**src/rtl/decoder_nto2n_seq_if.sv**
```systemverilog
// Purpose : control and decoded-output bundle for decoder_nto2n_seq.
// Latency : n/a (signal bundle only).
// Backpr. : none; the decoder accepts a control word every clock.
// Ports   : en, mode, sel, load (controller -> decoder); D, idx, valid, wrap (decoder -> consumer).
interface decoder_nto2n_seq_if #(
    parameter int SEL_W = 3
);
    logic                  en;
    logic                  mode;
    logic [SEL_W-1:0]      sel;
    logic                  load;
    logic [2**SEL_W-1:0]   D;
    logic [SEL_W-1:0]      idx;
    logic                  valid;
    logic                  wrap;

    modport master (
        output en, mode, sel, load,
        input  D, idx, valid, wrap
    );

    modport slave (
        input  en, mode, sel, load,
        output D, idx, valid, wrap
    );
endinterface

```
**src/rtl/decoder_nto2n_seq.sv**
```systemverilog
// Purpose : registered SEL_W:2**SEL_W one-hot decoder, DIRECT (external select) or SCAN (auto-step, DWELL clocks each).
// Latency : 1 clock from en/mode/sel/load to D/idx/valid/wrap; no combinational input-to-output path.
// Backpr. : none; a new control word is taken every clock.
// Ports   : clk, rst (async active-high); bus.slave carries en/mode/sel/load in, D/idx/valid/wrap out.
module decoder_nto2n_seq #(
    parameter int SEL_W      = 3,
    parameter int DWELL      = 4,
    parameter int ACTIVE_LOW = 0
) (
    input  logic                 clk,
    input  logic                 rst,
    decoder_nto2n_seq_if.slave   bus
);
    localparam int N     = 2**SEL_W;
    localparam int CNT_W = (DWELL > 1) ? $clog2(DWELL) : 1;
    localparam logic [CNT_W-1:0] CNT_LAST = CNT_W'(DWELL - 1);
    localparam logic [N-1:0]     D_OFF    = (ACTIVE_LOW != 0) ? {N{1'b1}} : {N{1'b0}};

    logic [N-1:0]      d_q;
    logic [SEL_W-1:0]  idx_q;
    logic              valid_q;
    logic              wrap_q;
    logic [CNT_W-1:0]  cnt;
    logic              mode_q;
    logic              en_q;

    logic [SEL_W-1:0]  scan_idx;
    logic [CNT_W-1:0]  scan_cnt;
    logic              scan_wrap;

    function automatic logic [N-1:0] decode(input logic [SEL_W-1:0] i);
        logic [N-1:0] hot;
        hot = N'(1) << i;
        return (ACTIVE_LOW != 0) ? ~hot : hot;
    endfunction

    // Next SCAN position. A load wins outright; entering SCAN (from DIRECT or
    // from disabled) restarts the dwell on the retained idx so a full DWELL
    // is shown before the first step.
    always_comb begin
        scan_idx  = idx_q;
        scan_cnt  = cnt + 1'b1;
        scan_wrap = 1'b0;
        if (bus.load) begin
            scan_idx = bus.sel;
            scan_cnt = '0;
        end else if (!mode_q || !en_q) begin
            scan_cnt = '0;
        end else if (cnt == CNT_LAST) begin
            scan_idx  = idx_q + 1'b1;
            scan_cnt  = '0;
            scan_wrap = (idx_q == {SEL_W{1'b1}});
        end
    end

    always_ff @(posedge clk or posedge rst) begin
        if (rst) begin
            d_q     <= D_OFF;
            idx_q   <= '0;
            valid_q <= 1'b0;
            wrap_q  <= 1'b0;
            cnt     <= '0;
            mode_q  <= 1'b0;
            en_q    <= 1'b0;
        end else begin
            mode_q <= bus.mode;
            en_q   <= bus.en;
            if (!bus.en) begin
                // idx holds so a later re-enable in SCAN resumes where it stopped
                d_q     <= D_OFF;
                valid_q <= 1'b0;
                wrap_q  <= 1'b0;
                cnt     <= '0;
            end else if (!bus.mode) begin
                idx_q   <= bus.sel;
                d_q     <= decode(bus.sel);
                valid_q <= 1'b1;
                wrap_q  <= 1'b0;
                cnt     <= '0;
            end else begin
                idx_q   <= scan_idx;
                d_q     <= decode(scan_idx);
                valid_q <= 1'b1;
                wrap_q  <= scan_wrap;
                cnt     <= scan_cnt;
            end
        end
    end

    assign bus.D     = d_q;
    assign bus.idx   = idx_q;
    assign bus.valid = valid_q;
    assign bus.wrap  = wrap_q;
endmodule

```
**src/flat_wrapper.sv**
```systemverilog
// flat-port wrapper written by rule: the top's interface ports become plain ports
module decoder_nto2n_seq_flat 
#(
    parameter int SEL_W      = 3,
    parameter int DWELL      = 4,
    parameter int ACTIVE_LOW = 0
)
  (clk, rst, bus_en, bus_mode, bus_sel, bus_load, bus_D, bus_idx, bus_valid, bus_wrap);
  decoder_nto2n_seq_if #(.SEL_W(SEL_W)) bus_i ();
  input  logic clk;
  input  logic rst;
  input wire logic [$bits(bus_i.en)-1:0] bus_en;
  input wire logic [$bits(bus_i.mode)-1:0] bus_mode;
  input wire logic [$bits(bus_i.sel)-1:0] bus_sel;
  input wire logic [$bits(bus_i.load)-1:0] bus_load;
  output wire logic [$bits(bus_i.D)-1:0] bus_D;
  output wire logic [$bits(bus_i.idx)-1:0] bus_idx;
  output wire logic [$bits(bus_i.valid)-1:0] bus_valid;
  output wire logic [$bits(bus_i.wrap)-1:0] bus_wrap;
  assign bus_i.en = bus_en;
  assign bus_i.mode = bus_mode;
  assign bus_i.sel = bus_sel;
  assign bus_i.load = bus_load;
  assign bus_D = bus_i.D;
  assign bus_idx = bus_i.idx;
  assign bus_valid = bus_i.valid;
  assign bus_wrap = bus_i.wrap;
  decoder_nto2n_seq #(.SEL_W(SEL_W), .DWELL(DWELL), .ACTIVE_LOW(ACTIVE_LOW)) u_core (.clk(clk), .rst(rst), .bus(bus_i));
endmodule
```
**config.mk**
```make
export PLATFORM = sky130hd
export DESIGN_NAME = decoder_nto2n_seq_flat
export DESIGN_NICKNAME = d
export VERILOG_FILES = /design/src/rtl/decoder_nto2n_seq_if.sv /design/src/rtl/decoder_nto2n_seq.sv /design/src/flat_wrapper.sv
export SDC_FILE = /design/constraint.sdc
export NUM_CORES = 1
export LEC_CHECK = 0
export BUFFER_PORTS_ARGS = -buffer_cell sky130_fd_sc_hd__clkbuf_2
export CORE_MARGIN = 3
export CORE_UTILIZATION = 43
export CTS_CLUSTER_DIAMETER = 40
export DETAILED_ROUTE_END_ITERATION = 12
export PLACE_DENSITY = 0.71
export SLEW_MARGIN = 10
export SYNTH_ARGS = -nofsm -noshare
export SYNTH_HDL_FRONTEND = slang
export SYNTH_SLANG_ARGS = --single-unit
```
**constraint.sdc**
```tcl
create_clock -name clk -period 1.45 [get_ports clk]
set_input_delay 0.145 -clock clk [delete_from_list [all_inputs] [get_ports clk]]
set_output_delay 0.145 -clock clk [all_outputs]
set_load 0.01 [all_outputs]
```
==> impl_results.md <==
* DR iter-0 viols at 6
* Synth Flop Type: dfrtp_1
* Die Y at 46.9 um
* RSZ-0062 raised after global routing: yes
* Cell area after synthesis at 719 um^2
* Placer Congestion at 0.824
* Largest net degree at the start of global routing at 17
* DR vias/cell at roughly 5.3
* Die width at approximately 47 um
* Crit path max fanout at 5
* Placed wire-length estimate at 1.06 mm
* Most frequent cells in the layout: 20 x clkbuf_2, 16 x dfrtp_1, 8 x buf_4
* Die ar. at between 2000 and 2500 um^2
* Critical path launch point type: flip-flop
* Layout Skew at around 0.0031 ns
* Min cycle time layout at approximately 1.5 ns
* Final nets at just over 100
* Inserted Diodes at 0
* Via count at 564
* Max Cap Viol at 0
* I/O pin cnt at 21
* Row cnt at 14
* Async set-reset flop share out of synthesis at between 90% and 100%
* Remaining DRCs at 0
* Setup TNS Final at -0.0803 ns
* Status: complete, but fails checks
* Syn_nets at 70
* Max VDD drop at 0.000547 V
* Slew Limit Fails at 0
* R2R cell count at 5
* TritonCTS clock tree: done
* Final Util at roughly 70%
* Fillers at 117
* P_leak at roughly 0.49 nW
* Clk sink count at 16
* Failing checks: setup timing
* Slowest cell delay on critical path at 0.43 ns
* Mean Syn Cell Area at roughly 12 um^2
* Clock Pin Slew Worst Setup and Hold Paths at around 0.1 ns
* Power per cell area at 987 nW/um^2
* WS Path Type: reg2reg
* Post-synth EDFFs at 0
* Vias in the first global route at 548
* Worst EP required at 1.64 ns
* Global route overflow at 0
* Final Setup Violations at 5
* Most common cell after layout, fill and taps aside: clkbuf_2
* Unique masters post-synth at 25
* Register area share after synthesis at 55.7%
* Initial Util at 46.7%
* Cell chain of the critical path: ha_2 -> nand3_2 -> xor2_2 -> a21oi_4 -> mux2_4
* Core area at 1540 um^2
* Initial antenna violation count at 0
* Data arrival, critical path at roughly 1.7 ns
* Post-DRT Antenna Nets at 0
* H-tree depth at 1
* Setup ws final at -0.0378 ns
* Slew headroom at 59.6%
* Crit. End Element: flip-flop
* Highest achievable clock rate at ~0.67 GHz
* Avg WL per Cell at approximately 17 um
* DP Worst Slack at -0.0639 ns
* TritonRoute pass-1 iters at 4
* Cell count after synthesis at 58
* Buffers on Ports at 20
* Layout cell share with drive strength beyond 1 at between 60% and 70%
* CTS root buffer: clkbuf_4
* Endpoints failing hold at 0
* Final Hold Slack at between 0.1 and 0.15 ns
* Max clock buf depth at 2
* Min-delay worst type: in2reg
* First-pass GRT wire length at approximately 2.6 mm
* Critical Path Slowest Stage Cell: dfrtp_1
* Measured slew at the worst slew-check pin at between 0.6 and 0.7 ns
* Synthesized flop and latch total at 16
* Hold Path Depth at 1
* Routed Wire Length at around 1.8 mm
* Synth Warn # at 0
* Num CTS Buffers at 3
* Area Overhead vs Synth at 50.3%
* Total GRT Usage at between 10% and 20%
* Period utilization at 103%
* Worst skew pair latency at ~0.29 ns
==> cell usage after synthesis, drive strengths merged (2+ instances only) <==
library cell	instances	area [um^2]
a21o	2	15.0
buf	2	22.5
dfrtp	16	400
ha	4	50.1
inv	2	7.51
mux2	2	26.3
nand2	2	7.51
nand3	3	20.0
nor2	2	7.51
nor3	9	45.0
o21ai	2	10.0
==> where the power goes <==
group          total [mW]  internal (mW)  leakage (nW)  switching (mW)
registers           0.488          0.469         0.209          0.0184
logic               0.276          0.134         0.260           0.142
clock network       0.303          0.153        0.0210           0.150
total                1.07          0.756         0.490           0.310
==> worst paths after layout <==
kind                                                 end  slack, ns               startpoint
max in group asynchronous      u_core.bus.D[4]$_DFF_PP0_       0.62                      rst
max                        u_core.bus.idx[0]$_DFFE_PP0P_      -0.04  u_core.cnt[0]$_DFF_PP0_
max reg2reg                u_core.bus.idx[0]$_DFFE_PP0P_      -0.04  u_core.cnt[0]$_DFF_PP0_
min in group asynchronous      u_core.bus.wrap$_DFF_PP0_       0.44                      rst
min                                u_core.en_q$_DFF_PP0_       0.12                   bus_en
min reg2reg                      u_core.cnt[0]$_DFF_PP0_       0.62  u_core.cnt[0]$_DFF_PP0_
==> through the flow <==
step                      power, mW  std cells  area, um^2
after floorplan               0.606         58         722
after global placement        0.669         96         850
after detailed placement      0.673         96         850
after CTS                      1.00        103         981
after global routing           1.11        106        1080
final                          1.07        106        1080
==> critical path, delay by kind of cell (launching register included) <==
family,cells,cell delay (ns)
multiplexers,1,0.27
adder cells (fa/ha/maj),1,0.22
XOR/XNOR,1,0.25
AO/OA/AOI/OAI,1,0.12
flip-flops,1,0.43
AND/OR/NAND/NOR,1,0.10
==> layer usage <==
layer	part of all wire, %	up-vias	GRT usage, %	routed length [um]
li1	-	270	-	-
met2	52	13	29.5	928
met4	2.3	0	6.63	42
met5	0	-	0	0
met3	3.7	5	3.45	66
met1	42	276	21.8	760
==> state kept, by name, summed over array words and instances (netlist names) <==
name	count
u_core.bus.D	8
u_core.bus.idx	3
u_core.bus.wrap	1
u_core.cnt	2
u_core.en_q	1
u_core.mode_q	1
==> timing repair <==
item,4_1_cts,5_1_grt
endpoints found under the hold margin,17,0
buffers inserted,1,3
hold buffers,2,0
gates cloned,0,0
endpoints found under the setup margin,11,11
gates resized for setup,10,14
pin swaps,2,11
==> cells by family (layout without fill, tap and decap cells) <==
logic type,Yosys count,in the layout,synth area share [%]
flops,16,16,55.7
simple gates,20,20,15.5
fa+ha+maj,4,4,6.96
xor+xnor,1,1,1.22
compound gates,9,9,10.8
mux,3,3,5.04
buf+inv,5,37,4.87
==> layout make-up <==
cell class / instances / area (um^2) / area share [%]
Multi-Input combinational cell: 37 / 429 / 39.7
Timing Repair Buffer: 30 / 180 / 16.7
Inverter: 3 / 15.0 / 1.39
Sequential cell: 16 / 400 / 37.0
Tap cell: 16 / 20.0 / 1.85
Clock buffer: 4 / 36.3 / 3.36
Power figures use the tool's default switching activity.
